### src/rtl/ex_div_ctrl_pkg.sv
// Shared constants and state encoding for the EX-stage divide sequencer.
// Imported by ex_div_ctrl; holds the divider handshake levels and FSM states.
package ex_div_ctrl_pkg;

  localparam logic DIV_START            = 1'b1;
  localparam logic DIV_STOP             = 1'b0;
  localparam logic DIV_RESULT_READY     = 1'b1;
  localparam logic DIV_RESULT_NOT_READY = 1'b0;

  localparam logic [31:0] ZERO_WORD = 32'h0000_0000;

  typedef enum logic [1:0] {
    ST_IDLE = 2'b00,
    ST_BUSY = 2'b01,
    ST_DONE = 2'b10
  } div_state_e;

endpackage

### src/rtl/ex_div_ctrl.sv
// EX-stage sequencer for the iterative divider: latches operands, stalls the
// pipeline while the divider runs, and issues a one-cycle HI/LO write.
module ex_div_ctrl
  import ex_div_ctrl_pkg::*;
#(
  parameter int DATA_W     = 32,
  parameter int MAX_CYCLES = 40
) (
  input  logic                clk,
  input  logic                rst,
  input  logic                div_req_i,
  input  logic                div_signed_i,
  input  logic [DATA_W-1:0]   op1_i,
  input  logic [DATA_W-1:0]   op2_i,
  input  logic                flush_i,
  input  logic [2*DATA_W-1:0] div_result_i,
  input  logic                div_ready_i,
  output logic [DATA_W-1:0]   div_opdata1_o,
  output logic [DATA_W-1:0]   div_opdata2_o,
  output logic                div_signed_o,
  output logic                div_start_o,
  output logic                div_annul_o,
  output logic                stallreq_o,
  output logic                whilo_o,
  output logic [DATA_W-1:0]   hi_o,
  output logic [DATA_W-1:0]   lo_o,
  output logic                timeout_o
);

  localparam int              CNT_W    = $clog2(MAX_CYCLES + 1);
  localparam logic [CNT_W-1:0] CNT_LAST = CNT_W'(MAX_CYCLES - 1);

  div_state_e        state_reg, state_next;
  logic [DATA_W-1:0] opdata1_reg, opdata2_reg;
  logic              signed_reg;
  logic [DATA_W-1:0] hi_reg, lo_reg;
  logic [CNT_W-1:0]  cnt_reg;
  logic              timeout_reg;

  logic              latch_ops;
  logic              capture;
  logic              set_timeout;
  logic              start;
  logic              annul;
  logic              stall;
  logic              whilo;

  always_comb begin
    state_next  = state_reg;
    latch_ops   = 1'b0;
    capture     = 1'b0;
    set_timeout = 1'b0;
    start       = DIV_STOP;
    annul       = 1'b0;
    stall       = 1'b0;
    whilo       = 1'b0;

    unique case (state_reg)
      ST_IDLE: begin
        if (div_req_i && !flush_i) begin
          stall      = 1'b1;
          latch_ops  = 1'b1;
          state_next = ST_BUSY;
        end
      end
      ST_BUSY: begin
        stall = !flush_i;
        start = DIV_START;
        // Flush beats a coincident ready; a late ready still beats the watchdog.
        if (flush_i) begin
          annul      = 1'b1;
          start      = DIV_STOP;
          state_next = ST_IDLE;
        end else if (div_ready_i == DIV_RESULT_READY) begin
          capture    = 1'b1;
          state_next = ST_DONE;
        end else if (cnt_reg == CNT_LAST) begin
          annul       = 1'b1;
          start       = DIV_STOP;
          set_timeout = 1'b1;
          state_next  = ST_IDLE;
        end
      end
      ST_DONE: begin
        whilo      = !flush_i;
        state_next = ST_IDLE;
      end
      default: state_next = ST_IDLE;
    endcase
  end

  always_ff @(posedge clk or negedge rst) begin
    if (!rst) begin
      state_reg   <= ST_IDLE;
      opdata1_reg <= '0;
      opdata2_reg <= '0;
      signed_reg  <= 1'b0;
      hi_reg      <= '0;
      lo_reg      <= '0;
      cnt_reg     <= '0;
      timeout_reg <= 1'b0;
    end else begin
      state_reg <= state_next;
      if (latch_ops) begin
        opdata1_reg <= op1_i;
        opdata2_reg <= op2_i;
        signed_reg  <= div_signed_i;
        cnt_reg     <= '0;
      end else if (state_reg == ST_BUSY) begin
        cnt_reg <= cnt_reg + 1'b1;
      end
      if (capture) begin
        hi_reg <= div_result_i[2*DATA_W-1:DATA_W];
        lo_reg <= div_result_i[DATA_W-1:0];
      end
      if (set_timeout) begin
        timeout_reg <= 1'b1;
      end
    end
  end

  assign div_opdata1_o = opdata1_reg;
  assign div_opdata2_o = opdata2_reg;
  assign div_signed_o  = signed_reg;
  assign div_start_o   = start;
  assign div_annul_o   = annul;
  assign stallreq_o    = stall;
  assign whilo_o       = whilo;
  assign hi_o          = hi_reg;
  assign lo_o          = lo_reg;
  assign timeout_o     = timeout_reg;

endmodule

### config.mk
export PLATFORM = sky130hd
export DESIGN_NAME = ex_div_ctrl
export DESIGN_NICKNAME = d
export VERILOG_FILES = /design/src/rtl/ex_div_ctrl_pkg.sv /design/src/rtl/ex_div_ctrl.sv
export SDC_FILE = /design/constraint.sdc
export NUM_CORES = 1
export LEC_CHECK = 0
export ABC_AREA = 1
export BUFFER_PORTS_ARGS = -buffer_cell sky130_fd_sc_hd__buf_2
export CAP_MARGIN = 10
export CORE_UTILIZATION = 43
export CTS_BUF_LIST = sky130_fd_sc_hd__clkbuf_4
export DETAILED_ROUTE_END_ITERATION = 6
export PLACE_DENSITY = 0.79
export SYNTH_ARGS = -nofsm -noshare
export SYNTH_HDL_FRONTEND = slang
export SYNTH_SLANG_ARGS = --single-unit
### constraint.sdc
create_clock -name clk -period 1.5 [get_ports clk]
set_clock_uncertainty 0.2 [all_clocks]
set_input_delay 0.15 -clock clk [delete_from_list [all_inputs] [get_ports clk]]
set_output_delay 0.15 -clock clk [all_outputs]
set_load 0.1 [all_outputs]
==> out/metrics.yaml, run 1 <==
outcome: "aborted with a tool error"
failing_step: "global routing (5_1_grt)"
run.stop_error: "[ERROR DPL-0038] Utilization greater than 100%, impossible to legalize"
place.gp.congestion: 0.788
cts_max_level: 4
ys_types: 16
numPortBuffers: 267
clockBufferDepth: 2
syn_area_um2: 5470
synthSimpleGateAreaFrac: 0.313
pin_count: 268
synth.net_count: 760
start_util: 0.448
grt-worst-endpoint: "div_annul_o"
rows: 40
synthAdderAreaFrac: 0.00229
cts_root_buffer: "clkbuf_4"
detailed_place_hpwl_um: 10200
yosysWarningCount: 0
yosysSeqAreaShare: 0.631
endpoint_type: "top-level output"
syn_area_per_cell_um2: 8.75
synth_compound_area_frac: 0.00275
grt_max_degree: 89
cts_inserted_buffers: 17
synth_top_family_by_area: "simple AND/OR/NAND/NOR gates"
synth_mux_area_frac: 0
fp.dieW_um: 115
synth-seq-cells: 138
fp.dieH_um: 115
clock_sinks: 138
netlist_instances: 625
synth_xor_xnor_area_share: 0
-- cells in the mapped netlist, drive strengths merged --
cell	count	area, um2
inv	17	63.8
ha	1	12.5
dfrtp	138	3450
a21oi	2	10.0
buf	32	200
nand3	71	355
o21ai	1	5.00
nor2	9	36.3
nor3	1	5.00
nand2	350	1320
clkbuf	3	11.3
-- repair_timing --
action,CTS
gates cloned,2
setup endpoints to repair,203
hold buffers,133
hold endpoints to repair,269
buffers inserted,24
resized for setup,517
pin swaps,28
-- stage by stage --
step	util	cell area (um2)	setup TNS (ps)	instances	worst slack (ps)
after floorplan	-	5550	-358	625	-248
after global placement	0.598	7300	-21.8	1052	-21.8
after detailed placement	0.598	7300	-953	1052	-44.8
after CTS	0.906	11100	-11160	1242	-600
-- cells by family after synthesis --
kind of cell | Yosys count
buf+inv | 52
compound gates | 3
fa+ha+maj | 1
simple gates | 431
flops | 138
==> run 2: changes to the inputs <==
--- a/config.mk
+++ b/config.mk
@@ -8,10 +8,9 @@
 export ABC_AREA = 1
 export BUFFER_PORTS_ARGS = -buffer_cell sky130_fd_sc_hd__buf_2
 export CAP_MARGIN = 10
-export CORE_UTILIZATION = 43
-export CTS_BUF_LIST = sky130_fd_sc_hd__clkbuf_4
+export CORE_UTILIZATION = 35
 export DETAILED_ROUTE_END_ITERATION = 6
-export PLACE_DENSITY = 0.79
+export PLACE_DENSITY_LB_ADDON = 0.15
 export SYNTH_ARGS = -nofsm -noshare
 export SYNTH_HDL_FRONTEND = slang
 export SYNTH_SLANG_ARGS = --single-unit
==> constraint.sdc (replaced) <==
create_clock -name clk -period 2 [get_ports clk]
set_clock_uncertainty 0.2 [all_clocks]
set_input_delay 0.2 -clock clk [delete_from_list [all_inputs] [get_ports clk]]
set_output_delay 0.2 -clock clk [all_outputs]
set_load 0.1 [all_outputs]
==> out/metrics.yaml, run 2 <==
outcome: "finished clean"
pin_count: 268  # unchanged
rows: 45  # +13%
final_cells: 1226
drcViolationCount: 0
grt_first_pass_wirelength_um: 26600
power_density_nw_per_um2: 1460
finalWirelength_um: 16600
post-route-period-util: 0.983
detailed_place_hpwl_um: 9920  # -2.3%
synth.net_count: 760  # unchanged
start_util: 0.360  # -0.0881
grt_overflow: 0
nets: 1160
grt_antenna_before_repair: 0
synth_edf_count: 0  # unchanged
criticalPathCategory: "reg -> out"
core-area_um2: 15200
cts_root_buffer: "clkbuf_16"
syn_to_final_growth_pct: 66.6
clock_sinks: 138  # unchanged
synth-seq-cells: 138  # unchanged
synth_ff_type: "dfrtp_1"
vias: 5501
worst_pin_slew_ps: 518
p_total_mw: 13.3
drive_gt1_frac: 0.320
syn_area_um2: 5470  # unchanged
worstPathRequired_ps: 1600
layout_common_cells: "nand2_1, buf_2, dfrtp_1"
hp-class: "in -> reg"
final_common_cell: "nand2_1"
setup_viol: 0
clockBufferDepth: 2  # unchanged
asyncSetResetFlopFracSynth: 1.00  # unchanged
grtUsageTotal: 0.208
numPortBuffers: 267  # unchanged
grt_pass1_vias: 5491
tritoncts: "done"
netlist.area_leader.share: 0.631  # unchanged
cp-start-kind: "flop"
yosys-top-cells-count: "nand2_1, dfrtp_1, nand3_1"
hold_violations: 0
p_leak_nw: 5.09
final_max_slew_viol_count: 0
fp.dieW_um: 127  # +11%
crit_arrival_ps: 1570
syn_area_per_cell_um2: 8.75  # unchanged
diodes: 0
fillCellCount: 1295
netlist_instances: 625  # unchanged
rsz0062_at_grt: "yes"
drt_iter0_markers: 258
wl_per_cell_um: 13.5
die-area_um2: 16100
slew_headroom: 0.657
maxCapViolations: 0
antenna_left: 0
synth.most_common_cell: "nand2_1"
cts_max_level: 4  # unchanged
yosysTopAreaCell: "dfrtp_1"
period_needed_ps: 1970
grt_max_degree: 66
ys_types: 16  # unchanged
cp_max_fo: 3
vias_per_cell: 4.49
fmax_ghz: 0.509
place.gp.congestion: 0.754  # -4.2%
clkTransAtPathRegs_ps: 60
yosysSeqAreaShare: 0.631  # unchanged
dr.pass1.iters: 4
clk_latency_ps: 400
ir_drop_mv: 0.682
fp.dieH_um: 127  # +11%
placed_cells: 1055  # +0.29%
holdWs_ps: 64.2
cts_inserted_buffers: 17  # unchanged
yosysWarningCount: 0  # unchanged
synthTopCellsByArea: "dfrtp_1, nand2_1, nand3_1, buf_2, buf_6"
cp-end-kind: "output pin"
==> run 2: cell type report <==
type                       count  area (um2)  area share
timing repair buffer         416        2940       0.322
tap                          188         235      0.0258
clock inverter                11         146      0.0161
sequential                   138        3450       0.379
inverter                      17        63.8     0.00701
multi-input combinational    435        1820       0.200
clock buffer                  21         450      0.0495
==> run 2: final timing paths <==
| kind | from | endpoint | slack [ps] | depth (start not counted) |
|---|---|---|---|---|
| max | cnt_reg[0]$_DFFE_PN0P_ | div_annul_o | 30 | 6 |
| min | div_req_i | state_reg[0]$_DFFE_PN0P_ | 60 | 5 |
| max reg2reg | state_reg[1]$_DFFE_PN0P_ | hi_o[1]$_DFFE_PN0P_ | 320 | 8 |
| min reg2reg | timeout_o$_DFFE_PN0P_ | timeout_o$_DFFE_PN0P_ | 260 | 2 |
| max in group asynchronous | rst | hi_o[9]$_DFFE_PN0P_ | 880 | 3 |
| min in group asynchronous | rst | hi_o[17]$_DFFE_PN0P_ | 80 | 2 |
==> run 2: worst max-delay path: stages (launching register included) <==
cell and delay (ps):
dfrtp_1 360, ha_2 190, nand3_2 100, nor2_4 110, nand2_2 70, a21oi_4 140
buf_12 190
==> run 2: what timing repair did <==
action                                  4_1_cts  5_1_grt
pin swaps                                     4        3
endpoints found under the setup margin        3        4
hold buffers                                131        0
setup buffers                                 6        2
endpoints found under the hold margin       269        0
gates resized for setup                       9        5
==> run 2: metrics by stage <==
stage,TNS [ps],instance area (um2),setup WS (ps),utilization
finish,0,9110,33.9,0.599
global route,-133,9110,-79.4,0.599
CTS,-42.7,9070,-37.3,0.597
detailed placement,0,7090,291,0.467
global placement,0,7090,325,0.467
floorplan,-24.3,5490,-23.8,-
==> run 2: logic make-up after synthesis <==
| group | after synthesis | synth area share |
|---|---|---|
| fa+ha+maj | 1 | 0.00229 |
| compound gates | 3 | 0.00274 |
| buf+inv | 52 | 0.0503 |
| flops | 138 | 0.631 |
| simple gates | 431 | 0.313 |
==> run 2: power breakdown <==
group	total, mW	switching (mW)	internal [mW]
sequential	3.74	0.330	3.41
clock	3.14	1.15	1.99
combinational	6.46	5.42	1.03
total	13.3	6.90	6.44
==> run 2: layer usage <==
metal  up-vias  part of all wire  GRT usage
li1       2732                 -          -
met1      2538              0.43      0.256
met2       207              0.49      0.355
met3        24             0.066     0.0553
met4         0             0.017     0.0728
met5         -                 0          0
Note: power is estimated with default switching activity, not from simulation.
==> run 3: changes to the inputs <==
==> constraint.sdc (replaced) <==
create_clock -name clk -period 2 [get_ports clk]
set_clock_uncertainty 0.2 [all_clocks]
set_input_delay 0.2 -clock clk [delete_from_list [all_inputs] [get_ports clk]]
set_output_delay 0.2 -clock clk [all_outputs]
set_load 0.02 [all_outputs]
==> out/metrics.yaml, run 3 (synthesis gave the netlist of run 2 again) <==
fp.dieW_um: 127  # unchanged
die-area_um2: 16100  # unchanged
cp-end-kind: "output pin"
tritoncts: "done"
syn_to_final_growth_pct: 65.3
drcViolationCount: 0  # unchanged
grt_pass1_vias: 5151  # -6.2%
dr.pass1.iters: 4  # unchanged
p_leak_nw: 5.07  # -0.33%
worst_pin_slew_ps: 497  # -20.2 ps
hold_violations: 0  # unchanged
pin_count: 268  # unchanged
drive_gt1_frac: 0.318  # -0.00162
fmax_ghz: 0.513  # +0.86%
clk_latency_ps: 410  # about the same
ir_drop_mv: 0.545  # -20%
p_total_mw: 9.67  # -28%
cts_root_buffer: "clkbuf_16"
cts_max_level: 4  # unchanged
post-route-period-util: 0.975  # -0.00836
core-area_um2: 15200  # unchanged
detailed_place_hpwl_um: 10100  # +1.8%
hp-class: "in -> reg"
maxCapViolations: 0  # unchanged
setup_viol: 0  # unchanged
numPortBuffers: 267  # unchanged
final_common_cell: "nand2_1"
grt_max_degree: 61  # -7.6%
holdWs_ps: 52.3  # -11.9 ps
period_needed_ps: 1950  # -16.7 ps
critical_path.slowest_cell: "dfrtp_1"
place.gp.congestion: 0.736  # -2.4%
setup-tns-final_ps: 0  # unchanged
nets: 1159  # -0.086%
vias_per_cell: 4.41  # -1.7%
vias: 5401  # -1.8%
wl_per_cell_um: 13.2  # -2.5%
criticalPathCategory: "reg -> out"
clockBufferDepth: 2  # unchanged
crit_arrival_ps: 1550  # -20 ps
worstPathRequired_ps: 1600  # about the same
outcome: "finished clean"
clock_sinks: 138  # unchanged
power_density_nw_per_um2: 1070  # -27%
diodes: 0  # unchanged
fp.dieH_um: 127  # unchanged
rows: 45  # unchanged
slew_headroom: 0.668  # +0.0111
finalWirelength_um: 16100  # -2.5%
start_util: 0.360  # unchanged
final_max_slew_viol_count: 0  # unchanged
grt_first_pass_wirelength_um: 25500  # -4.2%
cp-start-kind: "flop"
rsz0062_at_grt: "yes"
layout_common_cells: "nand2_1, buf_2, dfrtp_1"
grt_overflow: 0  # unchanged
cts_inserted_buffers: 17  # unchanged
grtUsageTotal: 0.202  # -0.00655
clkTransAtPathRegs_ps: 60  # about the same
antenna_left: 0  # unchanged
grt_antenna_before_repair: 0  # unchanged
cpPeakStageDelay_ps: 380  # +20 ps
crit_chain: "ha_2 -> nand3_2 -> nor2_4 -> nand2_2 -> a21oi_2 -> buf_6"
drt_iter0_markers: 226  # -12%
cp_max_fo: 4  # +1
==> run 3: cell types whose count changed in the layout (fill, tap and decap cells not counted), moves of 2 or more <==
cell	before	now
nand2_2	6	3
nand2_4	0	3
buf_6	1	3
buf_12	11	5
buf_2	262	264
buf_4	10	12
==> run 3: through the flow <==
| step | util | instances | area, um2 | setup WS, ps |
|---|---|---|---|---|
| floorplan | - | 625 | 5470 | 435 |
| global placement | 0.461 | 1058 | 7020 | 366 |
| detailed placement | 0.461 | 1058 | 7020 | 360 |
| CTS | 0.590 | 1222 | 8970 | 15.5 |
| global route | 0.595 | 1225 | 9040 | -45.9 |
| finish | 0.595 | 1225 | 9040 | 50.6 |
==> run 3: what timing repair did <==
action,4_1_cts,5_1_grt
endpoints found under the setup margin,2,2
resized for setup,7,12
hold buffers,131,0
hold endpoints to repair,269,0
setup buffers,1,3
pin swaps,1,6
==> run 3: per-layer routing <==
layer | vias up | global-route usage | wire length, um
met5 | - | 0 | 0
met4 | 0 | 0.0721 | 259
met3 | 23 | 0.0536 | 1030
met2 | 194 | 0.330 | 7680
met1 | 2457 | 0.259 | 7160
li1 | 2727 | - | -
==> run 3: layout make-up <==
cell class	count	area [um2]
clock inverter	11	170
clock buffer	21	450
inverter	17	63.8
sequential	138	3450
timing repair buffer	415	2860
multi-input combinational	435	1810
fill	1307	6160
tap	188	235
==> run 3: final timing paths <==
path                                               start                       endpoint  slack (ps)  depth (start not counted)
max                               cnt_reg[0]$_DFFE_PN0P_                    div_annul_o          50                          6
min                                              flush_i          timeout_o$_DFFE_PN0P_          50                          6
max reg2reg                     state_reg[1]$_DFFE_PN0P_  div_opdata2_o[18]$_DFFE_PN0P_         330                          5
min reg2reg                div_opdata1_o[22]$_DFFE_PN0P_  div_opdata1_o[22]$_DFFE_PN0P_         260                          2
max in group asynchronous                            rst           lo_o[19]$_DFFE_PN0P_         880                          3
min in group asynchronous                            rst           hi_o[14]$_DFFE_PN0P_          70                          2
==> run 3: worst max-delay path, delay by kind of cell, from the launching register on <==
kind,cells,cell delay [ps]
flops,1,380
simple gates,3,270
fa+ha+maj,1,210
compound gates,1,140
buf+inv,1,130
==> run 3: report_power, final <==
| group | total (mW) | internal, mW | switching, mW |
|---|---|---|---|
| Sequential | 3.74 | 3.41 | 0.324 |
| Combinational | 2.64 | 0.994 | 1.65 |
| Clock | 3.29 | 2.12 | 1.18 |
==> run 4: changes to the inputs <==
--- a/config.mk
+++ b/config.mk
@@ -11,6 +11,8 @@
 export CORE_UTILIZATION = 35
 export DETAILED_ROUTE_END_ITERATION = 6
 export PLACE_DENSITY_LB_ADDON = 0.15
+export RECOVER_POWER = 100
 export SYNTH_ARGS = -nofsm -noshare
 export SYNTH_HDL_FRONTEND = slang
 export SYNTH_SLANG_ARGS = --single-unit
+export TNS_END_PERCENT = 10
==> out/metrics.yaml, run 4 (synthesis gave the netlist of run 2 again) <==
r2r_slack_ps: 90  # -240 ps
clockBufferDepth: 2  # unchanged
grt_antenna_before_repair: 0  # unchanged
grt_max_degree: 61  # unchanged
tritoncts: "done"
wl_per_cell_um: 13.2  # +0.55%
diodes: 0  # unchanged
clkTransAtPathRegs_ps: 60  # about the same
path_buf_inv: 1  # unchanged
final_max_slew_viol_count: 0  # unchanged
layout_common_cells: "nand2_1, dfrtp_1, buf_2"
ir_drop_mv: 0.539  # -0.96%
cts_root_buffer: "clkbuf_16"
fp.dieW_um: 127  # unchanged
syn_to_final_growth_pct: 61.4
hp-class: "in -> reg"
fillCellCount: 1394  # +6.7%
power_density_nw_per_um2: 1080  # +0.68%
maxCapViolations: 0  # unchanged
rows: 45  # unchanged
finalWirelength_um: 16200  # +0.39%
grt_overflow: 0  # unchanged
cp-start-kind: "flop"
clock_sinks: 138  # unchanged
worst_path_dominant_cell_family: "flip-flops"
slew_headroom: 0.344  # -0.324
dr.pass1.iters: 5  # +1
final_cells: 1223  # -0.16%
nets: 1157  # -0.17%
final_common_cell: "nand2_1"
drcViolationCount: 0  # unchanged
setup_slack_ps: 57.0  # +6.37 ps
hold_violations: 0  # unchanged
dpl_cell_area_um2: 7020  # unchanged
pre_cts_ws_ps: 360  # unchanged
cts_inserted_buffers: 17  # unchanged
antenna_left: 0  # unchanged
grtUsageTotal: 0.202  # unchanged
rsz0062_at_grt: "yes"
outcome: "finished clean"
p_leak_nw: 4.62  # -8.8%
start_util: 0.360  # unchanged
cp-end-kind: "output pin"
clk_latency_ps: 410  # about the same
vias: 5421  # +0.37%
vias_per_cell: 4.43  # +0.53%
worstPathRequired_ps: 1600  # about the same
criticalPathCategory: "reg -> out"
fin_area_um2: 8820  # -2.4%
grt_first_pass_wirelength_um: 25500  # unchanged
final_util: 0.580  # -0.0142
drive_gt1_frac: 0.190  # -0.128
cp_max_fo: 4  # unchanged
critical_path.slowest_cell: "dfrtp_1"
p_total_mw: 9.50  # -1.7%
placed_cells: 1058  # unchanged
period_needed_ps: 1940  # -6.37 ps
crit_chain: "ha_2 -> nand3_2 -> nor2_4 -> nand2_2 -> a21oi_2 -> buf_6"
core-area_um2: 15200  # unchanged
worst_pin_slew_ps: 984  # +486 ps
setup_viol: 0  # unchanged
fp.dieH_um: 127  # unchanged
crit_arrival_ps: 1540  # about the same
grt_pass1_vias: 5151  # unchanged
fmax_ghz: 0.515  # +0.33%
place.gp.congestion: 0.736  # unchanged
drt_iter0_markers: 229  # +1.3%
cpPeakStageDelay_ps: 380  # about the same
pin_count: 268  # unchanged
cts_max_level: 4  # unchanged
numPortBuffers: 267  # unchanged
die-area_um2: 16100  # unchanged
post-route-period-util: 0.972  # -0.00319
detailed_place_hpwl_um: 10100  # unchanged
[run 4: changes by cell type in the layout (fill, tap and decap cells not counted), sizes merged]
cell,change
clkbuf,+133
buf,-135
[run 4: area by class of cell]
type | count | area (um2) | area share
inverter | 17 | 63.8 | 0.00723
tap | 188 | 235 | 0.0267
clock inverter | 11 | 170 | 0.0193
timing repair buffer | 413 | 2650 | 0.300
multi-input combinational | 435 | 1800 | 0.204
clock buffer | 21 | 450 | 0.0510
sequential | 138 | 3450 | 0.391
[run 4: final timing paths]
path,start,endpoint,depth (start not counted)
setup / recovery,cnt_reg[0]$_DFFE_PN0P_,div_annul_o,6
hold / removal,flush_i,timeout_o$_DFFE_PN0P_,6
setup reg to reg,state_reg[1]$_DFFE_PN0P_,cnt_reg[5]$_DFFE_PN0P_,8
hold reg to reg,div_opdata1_o[22]$_DFFE_PN0P_,div_opdata1_o[22]$_DFFE_PN0P_,2
max in group asynchronous,rst,hi_o[31]$_DFFE_PN0P_,3
min in group asynchronous,rst,hi_o[12]$_DFFE_PN0P_,2
[run 4: worst register-to-register path: stages (launching register included)]
cell	delay, ps
dfrtp_1	390
buf_4	150
nor2_4	140
nand2_4	150
clkbuf_2	460
nand2_1	170
nand2_1	60
nand2_1	60
inv_1	40
[run 4: where the power goes]
| group | total [mW] | switching [mW] | internal, mW |
|---|---|---|---|
| clock network | 3.29 | 1.17 | 2.12 |
| registers | 3.76 | 0.344 | 3.41 |
| logic | 2.46 | 1.64 | 0.811 |
[run 4: stage by stage]
step                      setup TNS [ps]  hold slack, ps
after global routing                -209            72.1
after floorplan                        0            -296
after CTS                         -0.115            18.1
final                                  0            56.1
after detailed placement               0           -65.2
after global placement                 0           -56.1
[run 4: metal layers]
metal	routed length, um	track usage	vias up	share of wire
li1	-	-	2724	-
met1	7190	0.259	2473	0.44
met2	7750	0.330	206	0.48
met3	1050	0.0536	18	0.065
met4	200	0.0721	0	0.012
met5	0	0	-	0
[run 4: repair_timing]
item                                    4_1_cts  5_1_grt
endpoints found under the setup margin        2        2
resized for setup                             6       11
endpoints found under the hold margin       269        0
hold buffers                                131        0
pin swaps                                     1        5
buffers inserted                              1        1
